$ cat config.mk
export PLATFORM = sky130hd
export DESIGN_NAME = regwb_queue
export DESIGN_NICKNAME = d
export VERILOG_FILES = /design/src/rtl/regwb_queue.sv
export SDC_FILE = /design/constraint.sdc
export NUM_CORES = 1
export LEC_CHECK = 0
export CORE_MARGIN = 3
export CORE_UTILIZATION = 45
export CTS_BUF_LIST = sky130_fd_sc_hd__clkbuf_16
export DETAILED_ROUTE_END_ITERATION = 16
export PLACE_DENSITY_LB_ADDON = 0.1
export SYNTH_ARGS = -nofsm -noshare
export SYNTH_HDL_FRONTEND = slang
export SYNTH_SLANG_ARGS = --single-unit
$ cat constraint.sdc
create_clock -name Clk -period 22.9 [get_ports Clk]
set_input_delay 4.58 -clock Clk [delete_from_list [all_inputs] [get_ports Clk]]
set_output_delay 4.58 -clock Clk [all_outputs]
set_load 0.01 [all_outputs]
$ cat src/rtl/regwb_queue.sv
// Write-back queue: collects ALU and load results in an in-order FIFO and retires one per cycle
// to the register-file write port, with youngest-match forwarding over queued entries.
module regwb_queue #(
  parameter int DEPTH = 4,
  parameter int AW    = 2
) (
  input  logic          Clk,
  input  logic          Rst_n,
  input  logic          alu_valid,
  input  logic [4:0]    alu_rd,
  input  logic [31:0]   alu_data,
  input  logic          ld_valid,
  input  logic [4:0]    ld_rd,
  input  logic [31:0]   ld_data,
  output logic          in_ready,
  output logic [4:0]    Rw,
  output logic [31:0]   busW,
  output logic          RegWr,
  input  logic [4:0]    Ra,
  input  logic [4:0]    Rb,
  output logic          fwdA_hit,
  output logic [31:0]   fwdA_data,
  output logic          fwdB_hit,
  output logic [31:0]   fwdB_data,
  output logic [AW:0]   pending,
  output logic          ovf_err
);

  localparam int CW = AW + 1;

  logic [AW-1:0] wptr_q, wptr_d;
  logic [AW-1:0] rptr_q, rptr_d;
  logic [CW-1:0] count_q, count_d;
  logic          ovf_q, ovf_d;

  logic [4:0]    ent_rd_q   [DEPTH];
  logic [4:0]    ent_rd_d   [DEPTH];
  logic [31:0]   ent_data_q [DEPTH];
  logic [31:0]   ent_data_d [DEPTH];

  logic          ld_ok, alu_ok, pop;
  logic [1:0]    enq_cnt;
  logic [AW-1:0] alu_idx;
  logic [AW-1:0] scan_idx;

  // Admission and pointer bookkeeping
  always_comb begin
    in_ready = (count_q <= CW'(DEPTH - 2));
    pop      = (count_q != '0);
    ld_ok    = ld_valid  && (ld_rd  != 5'd0);
    alu_ok   = alu_valid && (alu_rd != 5'd0);
    enq_cnt  = 2'd0;
    alu_idx  = wptr_q + AW'(ld_ok);
    ent_rd_d   = ent_rd_q;
    ent_data_d = ent_data_q;
    ovf_d    = ovf_q | (!in_ready && (alu_valid || ld_valid));
    if (in_ready) begin
      // The load is the older instruction, so it takes the first free slot.
      if (ld_ok) begin
        ent_rd_d[wptr_q]   = ld_rd;
        ent_data_d[wptr_q] = ld_data;
      end
      if (alu_ok) begin
        ent_rd_d[alu_idx]   = alu_rd;
        ent_data_d[alu_idx] = alu_data;
      end
      enq_cnt = {1'b0, ld_ok} + {1'b0, alu_ok};
    end
    wptr_d  = wptr_q + AW'(enq_cnt);
    rptr_d  = rptr_q + AW'(pop);
    count_d = count_q + CW'(enq_cnt) - CW'(pop);
  end

  always_ff @(posedge Clk or negedge Rst_n) begin
    if (!Rst_n) begin
      wptr_q  <= '0;
      rptr_q  <= '0;
      count_q <= '0;
      ovf_q   <= 1'b0;
    end else begin
      wptr_q  <= wptr_d;
      rptr_q  <= rptr_d;
      count_q <= count_d;
      ovf_q   <= ovf_d;
    end
  end

  // Entry storage is qualified by count, so it needs no reset.
  always_ff @(posedge Clk) begin
    ent_rd_q   <= ent_rd_d;
    ent_data_q <= ent_data_d;
  end

  // Drain port driven straight from the head entry
  always_comb begin
    RegWr = pop;
    Rw    = pop ? ent_rd_q[rptr_q]   : 5'd0;
    busW  = pop ? ent_data_q[rptr_q] : 32'd0;
  end

  // Forwarding: scan oldest to youngest so the last match overrides earlier ones.
  always_comb begin
    fwdA_hit  = 1'b0;
    fwdA_data = 32'd0;
    fwdB_hit  = 1'b0;
    fwdB_data = 32'd0;
    scan_idx  = rptr_q;
    for (int k = 0; k < DEPTH; k++) begin
      scan_idx = rptr_q + AW'(k);
      if (CW'(k) < count_q) begin
        if ((Ra != 5'd0) && (ent_rd_q[scan_idx] == Ra)) begin
          fwdA_hit  = 1'b1;
          fwdA_data = ent_data_q[scan_idx];
        end
        if ((Rb != 5'd0) && (ent_rd_q[scan_idx] == Rb)) begin
          fwdB_hit  = 1'b1;
          fwdB_data = ent_data_q[scan_idx];
        end
      end
    end
  end

  assign pending = count_q;
  assign ovf_err = ovf_q;

endmodule

-- After elaboration in Yosys (flattened, before gate mapping)
Cells that the tools add are included.
Widths: inputs -> output; s select.
- register bits after elaboration: 156
- input port bits: 88
- $add $sub $neg: 9
- order comparisons: 13
- eq/ne operators: 8
- multiplexer cells: 77
- bitwise operators: 7
- reduce and logical (&&, ||, !) cells: 20
- operators with widths (operator ; count):
    $mux 32 ; 27
    $mux 128 ; 3
    $bmux 32 s2 ; 4
    $bwmux 128 ; 2
    $demux 32 s2 ; 2
    $mux 20 ; 3
    $mux 5 ; 11
    $bmux 5 s2 ; 4
    $bwmux 20 ; 2
    $eq 5x5->1 ; 8
    $demux 5 s2 ; 2
    $reduce_bool 5->1 ; 4
    $ge 3x3->1 const B ; 6
    $not 2->3 ; 6
    $mux 1 ; 16
    $logic_and 1x1->1 ; 13
    $lt 1x3->1 const A ; 2
    $lt 2x3->1 const A ; 2
    $lt 3x1->1 const B ; 2
    $add 2x1->2 ; 2
    $add 2x2->2 const B ; 2
    $add 3x2->3 ; 1
    $le 3x2->1 const B ; 1
    $reduce_bool 3->1 ; 1
    8 further kinds ; 8

-- Depth between registers and ports, before layout
Gate-level depths: netlist of the first run.
- depth after elaboration: 14
- depth in mapped cells: 11

-- Worst setup path before layout of the first run
OpenSTA, ideal clock, no wires.
- kind: register -> output
- from: reg count_q[2] (netlist: pending[2])
- to: out fwdB_data[1]
- arrival time: 9733 ps
- required time: 18320 ps
- path slack: 8587 ps
- stages on the path, launching flop included: 8
- path buffers: 3
- cells stage by stage: dfrtp_1 clkbuf_1 a21oi_1 or4b_1 clkbuf_1 clkbuf_1 nor2_1 o31ai_1
- longest elaborated chain between the ends: 8
- ends and longest elaborated chain (element ; line ; source):
    start, declared ; 33 ; logic [CW-1:0] count_q, count_d;
    start signal, assigned ; 83 ; count_q <= count_d;
    $lt 1x3->1 ; 110 ; if (CW'(k) < count_q) begin
    $mux 32 ; 110 ;
    $mux 32 ; 115 ; if ((Rb != 5'd0) && (ent_rd_q[scan_idx] == Rb)) begin
    $mux 32 ; 110 ;
    $mux 32 ; 115 ;
    $mux 32 ; 110 ;
    $mux 32 ; 115 ;
    $mux 32 * ; 110 ;
    end, declared ; 24 ; output logic [31:0] fwdB_data,
Mark *: on every way between the ends. The rest lies on a longest branch, timed or not.

-- Worst setup path after layout of the first run
- from: in Ra[0]
- to: out fwdA_data[9]
- longest elaborated chain between the ends: 10
- ends and longest elaborated chain (element ; line ; source):
    start, declared ; 19 ; input logic [4:0] Ra,
    $eq 5x5->1 / $reduce_bool 5->1 (equally long branches) ; 111 ; if ((Ra != 5'd0) && (ent_rd_q[scan_idx] == Ra)) begin
    $logic_and 1x1->1 ; 111 ;
    $mux 32 ; 111 ;
    $mux 32 ; 110 ;
    $mux 32 ; 111 ;
    $mux 32 ; 110 ;
    $mux 32 ; 111 ;
    $mux 32 ; 110 ;
    $mux 32 ; 111 ;
    $mux 32 * ; 110 ;
    end, declared ; 22 ; output logic [31:0] fwdA_data,
Marks and branches as above.

==> run metrics, run 1 <==
status=complete, no violations; post-synth top area cell=edfxtp_1; Tcrit/Tclk final=0.572; number of synthesized flops with an enable pin=148; top-area cell type share of the netlist area=0.311; chip height=~180 um; CTS max path bufs=2; Syn Nets=roughly 1700; initial antenna violation count=2; post-synthesis sequential area ratio=0.325; final number of max-transition violations=0; required time of the critical path=18.32 ns; RSZ-0062 raised after global routing=no; Core ar.=between 0.03 and 0.04 sq mm; total iterations of the first detailed-routing run=6; Worst-Margin Slew=~1.2 ns; Worst setup SP type=input pin; CTS H-tree depth=4; Util after Layout=0.549; CTS Hold Bufs=0; Synth area leaders=edfxtp_1 (31%), mux2i_1 (21%), nor2_1 (6.5%); Starting Density=0.462; P_leak=~6.9 nW; Hold Path Class=flip-flop to flip-flop; Synth cell types=51; worst-path fanout max=33; root buf cell=clkbuf_16; vias in the first global route=11900; CTS tree=built; slowest cell on the critical path=or2_2; Worst path max stage delay=~0.80 ns; setup violators final=0; Vias=between 10000 and 15000; #FFs+latches synth=about 160; gr usage total=0.261; clk sinks=around 160; sum of negative setup slack=0 ns; min cycle time layout=13.10 ns; IO buf count=slightly below 200; VDD IR-drop max=0.0000872 V; dominant synthesized flop cell=edfxtp_1; synthesis-to-layout area growth=18.9%; die area=about 0.034 sq mm; largest net degree at the start of global routing=between 90 and 100; maximum clock rate=76.3 MHz; post-CTS setup buffers=0; Num CTS Buffers=17; Clock Latency Late Sink=around 0.44 ns; DRT iter0 DRCs=around 1000; skew final=~0.011 ns; Worst-path clk slew=roughly 0.070 ns; layout cells sized above 1=0.127; data arrival time of the worst path=between 8 and 9 ns; share of flip-flops with an asynchronous set or reset=0.0513; post-route ant nets=0; cts repair resizes=0; first-pass GRT wire length=a little under 70000 um; DP HPWL=between 20000 and 30000 um; # rows=between 60 and 70; routed length per instance=21.9 um; mapped cell area=roughly 0.014 sq mm; syn_area_per_cell=9.18 sq um; worst setup path category=input pin to primary output; Yosys Warn Count=0; Rel. slew slack=0.229; Vias/cell=6.02; gpl congestion=roughly 0.83; chip width=184 um; Congestion Overflow GR=0; Worst Reg-to-Reg Cells=9; WHS Path Cells=1; PD cells=around 180 mW/mm^2; Final nets=around 1700; CP Capture Type=primary output; CP dominant cell by count=clkdlybuf4s50_1; IO Pins=between 150 and 200; Residual DRC=0; Post-Synthesis Cells=approximately 1600; Post-Route WL=roughly 45000 um; CP cell instances=clkdlybuf4s50_1 -> nor4_1 -> nor3_1 -> o2111ai_4 -> buf_4 -> or2_2 -> a31oi_1 -> a211oi_1 -> clkdlybuf4s50_1; Final Hold Viols=0; total of max-cap violations=0
==> sequential cells by signal, summed over array words and instances (netlist names) <==
register	count
ent_rd_q	20
wptr_q	2
rptr_q	2
ent_data_q	128
ovf_err	1
pending	3
==> final cells by class <==
class | count | area, sq um
tap | 396 | 495
multi-input combinational | 1215 | 9000
timing repair buffer | 212 | 2080
inverter | 40 | 150
fill | 2859 | 13900
clock inverter | 15 | 170
clock buffer | 17 | 425
sequential | 156 | 4650
antenna | 2 | 5.00
==> cells by family after synthesis <==
| logic type | Yosys count | synth area share |
|---|---|---|
| AND/OR/NAND/NOR | 454 | 0.145 |
| multiplexers | 359 | 0.276 |
| AO/OA/AOI/OAI | 351 | 0.164 |
| buffers and inverters | 185 | 0.0562 |
| flip-flops | 156 | 0.325 |
| XOR/XNOR | 43 | 0.0264 |
| adder cells (fa/ha/maj) | 8 | 0.00753 |
==> layer usage <==
layer,routed length (um),vias to the layer above,part of all wire,GRT usage
li1,-,5920,-,-
met1,20000,5970,0.45,0.356
met2,21700,417,0.48,0.441
met3,2590,42,0.058,0.0389
met4,672,2,0.015,0.0617
met5,11,-,0.00024,0
==> placed cells by master (no fill, tap or decap), types with 4 or more instances in the layout <==
| cell type | n |
|---|---|
| mux2i_1 | 304 |
| nor2_1 | 245 |
| clkdlybuf4s50_1 | 196 |
| a21oi_1 | 180 |
| edfxtp_1 | 148 |
| nand2_1 | 68 |
| inv_1 | 40 |
| xnor2_1 | 35 |
| nor3_1 | 34 |
| a211oi_1 | 34 |
| or2_2 | 33 |
| o21ai_0 | 32 |
| nor3b_1 | 32 |
| mux2_2 | 31 |
| a31oi_1 | 31 |
| o221a_2 | 29 |
| o31ai_2 | 28 |
| mux4_2 | 22 |
| clkbuf_16 | 17 |
| buf_4 | 16 |
| and2_1 | 10 |
| xor2_1 | 8 |
| ha_1 | 7 |
| dfrtp_1 | 6 |
| nand4_1 | 5 |
| nand2_4 | 4 |
| o31ai_1 | 4 |
| clkinvlp_4 | 4 |
| clkinv_1 | 4 |
==> critical path: cells and delay by family <==
kind            cells  cell delay [ns]
compound gates      3             0.81
simple gates        3             1.44
buf+inv             3             1.66
==> per-stage QoR <==
step / total power [W] / hold WS [ns] / instances / instance area [sq um] / setup slack [ns]
after global routing: 0.00328 / 0.512 / 2052 / 17000 / 9.58
final: 0.00307 / 0.493 / 2053 / 17000 / 9.80
after detailed placement: 0.00276 / 0.472 / 2019 / 16400 / 9.91
after CTS: 0.00307 / 0.493 / 2051 / 17000 / 9.89
after floorplan: 0.00210 / 0.513 / 1556 / 14300 / 8.59
after global placement: 0.00273 / 0.463 / 2019 / 16400 / 9.97
==> where the power goes <==
| part | internal (W) | switching, W | leakage, nW |
|---|---|---|---|
| clock | 0.000171 | 0.000130 | 0.276 |
| sequential | 0.000573 | 0.000167 | 1.49 |
| combinational | 0.000923 | 0.00111 | 5.10 |
==> cell usage after synthesis (all sizes together), types with 3 or more instances <==
cell type	n
and2	10
nor2b	3
or2	33
a21oi	181
clkbuf	85
edfxtp	148
a31oi	31
nor2	248
nand2	72
o221a	31
xnor2	35
nand4	5
a211oi	34
o31ai	32
buf	60
inv	40
dfrtp	8
o21ai	33
nor3b	32
nand3	3
mux2i	304
nor4	4
nor3	36
ha	7
mux2	31
xor2	8
mux4	24
==> worst paths after layout <==
| kind | from | slack, ns | endpoint |
|---|---|---|---|
| min in group asynchronous | Rst_n | 4.45 | ovf_err |
| setup reg to reg | pending[2] | 19.49 | pending[2] |
| max in group asynchronous | Rst_n | 18.09 | rptr_q[0] |
| hold reg to reg | ovf_err | 0.49 | ovf_err |
| hold / removal | ovf_err | 0.49 | ovf_err |
| setup / recovery | Ra[0] | 9.80 | fwdA_data[9] |
Note: power is estimated with default switching activity, not from simulation.
==> run 2: changes to the inputs <==
clock period = 13.1 ns   (was 22.9 ns; I/O delays follow)
==> run metrics, run 2 (synthesis gave the netlist of run 1 again) <==
Hold Path Class=flip-flop to flip-flop (unchanged); Largest Register=ent_data_q (unchanged); min cycle time layout=roughly 9.2 ns; CTS H-tree depth=4 (unchanged); # fillers=2789 (was 2859); final number of max-transition violations=0 (unchanged); Clock Latency Late Sink=0.45 ns (was 0.44 ns); Vias=12400 (about the same); Congestion Overflow GR=0 (unchanged); setup violators final=0 (unchanged); PD cells=317 mW/mm^2 (was 181 mW/mm^2); first-pass GRT wire length=68700 um (was 69400 um); largest net degree at the start of global routing=154 (was 93); maximum clock rate=109 MHz; root buf cell=clkbuf_16 (unchanged); routed length per instance=21.8 um (was 21.9 um); Residual DRC=0 (unchanged); Min Hold Slack=0.486 ns (was 0.493 ns); Final nets=1736 (was 1738); chip height=184 um (unchanged); Final Hold Viols=0 (unchanged); Rel. slew slack=0.242 (was 0.229); Final Non-Filler Cells=2050 (was 2053); Starting Density=0.462 (unchanged); VDD IR-drop max=0.000218 V (was 0.0000872 V); worst setup path category=input pin to primary output (unchanged); initial antenna violation count=2 (unchanged); layout cells sized above 1=0.127 (about the same); status=complete, no violations (unchanged); required time of the critical path=10.48 ns (was 18.32 ns); commonest cells after routing, fill and taps aside=mux2i_1 (304), nor2_1 (245), clkdlybuf4s50_1 (196), a21oi_1 (180), edfxtp_1 (148) (unchanged); multi-input gate area in the final layout=0.00900 sq mm (unchanged); IO buf count=196 (unchanged); Post-Route WL=44600 um (was 45000 um); CTS max path bufs=2 (unchanged); DRT iter0 DRCs=1079 (was 1031); Vias/cell=6.04 (was 6.02); Worst-Margin Slew=1.14 ns (was 1.15 ns); commonest non-fill, non-tap cell in the layout=mux2i_1 (unchanged); Tot Pwr=0.00540 W (was 0.00307 W); clk sinks=156 (unchanged); Worst-path clk slew=0.07 ns (about the same); # rows=64 (unchanged); Inst Count DP=2017 (was 2019); Largest register FFs=128 (unchanged); Core ar.=0.0309 sq mm (unchanged); CTS Hold Bufs=0 (unchanged); sum of negative setup slack=0 ns (unchanged); chip width=184 um (unchanged); post-CTS setup buffers=0 (unchanged); post-route ant nets=0 (unchanged); die area=0.0339 sq mm (unchanged); Worst setup SP type=input pin (unchanged); IO Pins=197 (unchanged); data arrival time of the worst path=6.53 ns (was 8.52 ns); RSZ-0062 raised after global routing=no (unchanged); DP HPWL=27300 um (was 28000 um); P_leak=6.91 nW (was 6.87 nW); register area=0.00465 sq mm (unchanged); CP Capture Type=primary output (unchanged); Tcrit/Tclk final=0.699; gpl congestion=0.848 (was 0.833); Num CTS Buffers=17 (unchanged); skew final=0.0181 ns (was 0.0108 ns); worst-path fanout max=33 (unchanged); synthesis-to-layout area growth=19.2% (was 18.9%); gr usage total=0.259 (was 0.261); total of max-cap violations=0 (unchanged); vias in the first global route=11700 (was 11900); total iterations of the first detailed-routing run=6 (unchanged); CTS tree=built (unchanged); cts repair resizes=0 (unchanged)
==> run 2: cell types whose count changed in the layout (fill, tap and decap cells not counted), moves of 2 or more <==
cell        delta
clkinvlp_4     -4
buf_4          -3
clkinv_1       -3
clkinv_4       +3
bufinv_16      +2
inv_1          +2
inv_6          -2
==> run 2: metal layers <==
metal  share of wire  GRT usage
met3           0.056     0.0387
met5         0.00025          0
met2            0.48      0.430
met1            0.45      0.355
met4           0.020     0.0717
==> run 2: path summary, 6_finish.rpt <==
path,from,endpoint,slack [ns],cells after the start
max in group asynchronous,Rst_n,rptr_q[1],10.27,1
setup / recovery,Ra[1],fwdA_data[6],3.95,9
min in group asynchronous,Rst_n,pending[2],2.48,1
setup reg to reg,pending[2],pending[2],9.89,9
hold / removal,ovf_err,ovf_err,0.49,1
hold reg to reg,ovf_err,ovf_err,0.49,1
==> run 2: per-stage QoR <==
step	setup WS (ns)	util	cell area, sq um
after floorplan	0.747	-	14300
after global placement	4.09	0.530	16400
after detailed placement	4.04	0.530	16400
after CTS	4.02	0.551	17000
after global routing	3.80	0.551	17000
final	3.95	0.551	17000
==> run 2: critical path, stage by stage <==
cell and delay, ns:
clkdlybuf4s50_1 0.58, nor4_1 0.48, nor3_1 0.15, o2111ai_4 0.21, buf_4 0.45, or2_2 0.78, a31oi_1 0.16, a211oi_1 0.45
clkdlybuf4s50_1 0.62
==> run 2: where the power goes <==
part	leakage (nW)	switching [W]	internal [W]
combinational	5.09	0.00193	0.00161
clock	0.323	0.000226	0.000339
sequential	1.49	0.000293	0.00100
total	6.91	0.00244	0.00296
==> run 2: cell type report <==
type                    instances  area share
clock inverters                15      0.0130
repair buffers                210       0.122
clock buffers                  17      0.0250
flip-flops and latches        156       0.273
multi-input cells            1215       0.528
well taps                     396      0.0291
inverters                      40     0.00882
diodes                          1    0.000147
==> RTL change (flow settings as in run 2) <==
Put one more register stage on the output `ovf_err`, cleared by the reset. The value now appears one clock later. The other outputs are not delayed to match.
--- a/src/rtl/regwb_queue.sv
+++ b/src/rtl/regwb_queue.sv
@@ -121,7 +121,13 @@
   end
 
   assign pending = count_q;
-  assign ovf_err = ovf_q;
+  always_ff @(posedge Clk or negedge Rst_n) begin
+    if (!Rst_n) begin
+      ovf_err <= '0;
+    end else begin
+      ovf_err <= ovf_q;
+    end
+  end
 
 endmodule
 
Formal check against the unedited RTL: not equivalent (Yosys sat finds a counterexample within 4 cycles, from zero or initial values and one cycle with Rst_n low).
==> RTL change against run 2 <==
Clock skew down 7.8 ps. Combinational power up 1%. Count of clock-buffer cells in the layout unchanged. Sequential cell count up 1. Power up 0.31%. Clock power down 3.9%. Area after synthesis down 0.53%. Cell area down 1.2%. Wire length up 5.1%. First-iteration DRC count up 14%. Worst setup slack better by 150 ps. Synthesized cell count up 3.7%. Via count up 5.4%. Die area down 0.52%.
==> RTL change: results (changes against run 2) <==
- Worst hold stages: 0 (was 1)
- Setup WS post-layout: 4100 ps (was 3950 ps)
- First-pass GRT wire length: 72000 um (was 68700 um)
- Final routed wirelength across all metal layers: 46900 um (was 44600 um)
- Net switching power of the design: 2.49 mW (was 2.44 mW)
- Antenna violations before repair: 0 (was 2)
- Post-route insts no fill: 2096 (was 2050)
- Pin count of the biggest net entering global routing: 156 (was 154)
- Reg-to-reg slack, setup: 9970 ps (was 9890 ps)
- Antenna cell count: 0 (was 1)
- Top fanout value on the critical path: 34 (was 33)
- Worst Path Arrival: 6380 ps (was 6530 ps)
- Ranking of synthesized cells by area: sky130_fd_sc_hd__edfxtp_1, sky130_fd_sc_hd__mux2i_1, sky130_fd_sc_hd__a21oi_1 (was sky130_fd_sc_hd__edfxtp_1, sky130_fd_sc_hd__mux2i_1, sky130_fd_sc_hd__nor2_1)
- Sum of met2 wire segment lengths after detailed routing: 22100 um (was 21300 um)
- Synthesized-area fraction occupied by ao, oa, aoi and oai cells: 17.0% (was 16.4%)
- Via count of the first global-routing pass: 12300 (was 11700)
- Combined global-route utilization of all metal layers: 27.2% (was 25.9%)
- Endpoint of the worst setup timing path: fwdA_data[10] (was fwdA_data[6])
- Run status: completed (unchanged)
- Max Clock Skew: 10.3 ps (was 18.1 ps)
- Iter 0 DRT Violations: 1226 (was 1079)
- Gate power share: 66.2% (was 65.5%)
- Filler Cell Count: 2731 (was 2789)
- Worst-case hold slack: 385 ps (was 486 ps)
- Post-synthesis net count: 1709 (was 1652)
- Detailed-route wire length on metal 1: 20900 um (was 19900 um)
RTL change: cell types whose count changed after synthesis, moves of 27 or more:
cell                       before  now
sky130_fd_sc_hd__nor3_1        36   95
sky130_fd_sc_hd__a31oi_1       31    1
sky130_fd_sc_hd__and2_1        10   39
sky130_fd_sc_hd__a21oi_1      181  249
sky130_fd_sc_hd__o31ai_2       28    0
sky130_fd_sc_hd__inv_1         40    9
sky130_fd_sc_hd__o21ai_0       32    2
sky130_fd_sc_hd__o221a_2       29    0
sky130_fd_sc_hd__a221oi_1       0   31
sky130_fd_sc_hd__or2_2         33    0
sky130_fd_sc_hd__o31ai_1        4   31
sky130_fd_sc_hd__nor2b_1        3   34
sky130_fd_sc_hd__o211a_1        0   31
sky130_fd_sc_hd__mux2i_1      304  243
RTL change: critical path, stage by stage:
cell and delay, ps:
sky130_fd_sc_hd__clkdlybuf4s50_1 580, sky130_fd_sc_hd__xor2_1 240, sky130_fd_sc_hd__nor4_1 340, sky130_fd_sc_hd__and4_2 1000
sky130_fd_sc_hd__nor2_4 450, sky130_fd_sc_hd__a211oi_1 500, sky130_fd_sc_hd__clkdlybuf4s50_1 630
RTL change: layer usage:
layer | vias up | global-route usage [%]
met5 | - | 0
met4 | 0 | 6.00
met3 | 49 | 4.69
met2 | 569 | 44.7
met1 | 6326 | 38.0
li1 | 6114 | -
RTL change: area by class of cell:
type	instances	share of cell area, %
Clock buffer	17	2.53
Clock inverter	15	1.15
Timing Repair Buffer	213	12.5
Inverter	9	0.216
Tap cell	396	2.95
Multi-Input combinational cell	1289	52.9
Sequential cell	157	27.8
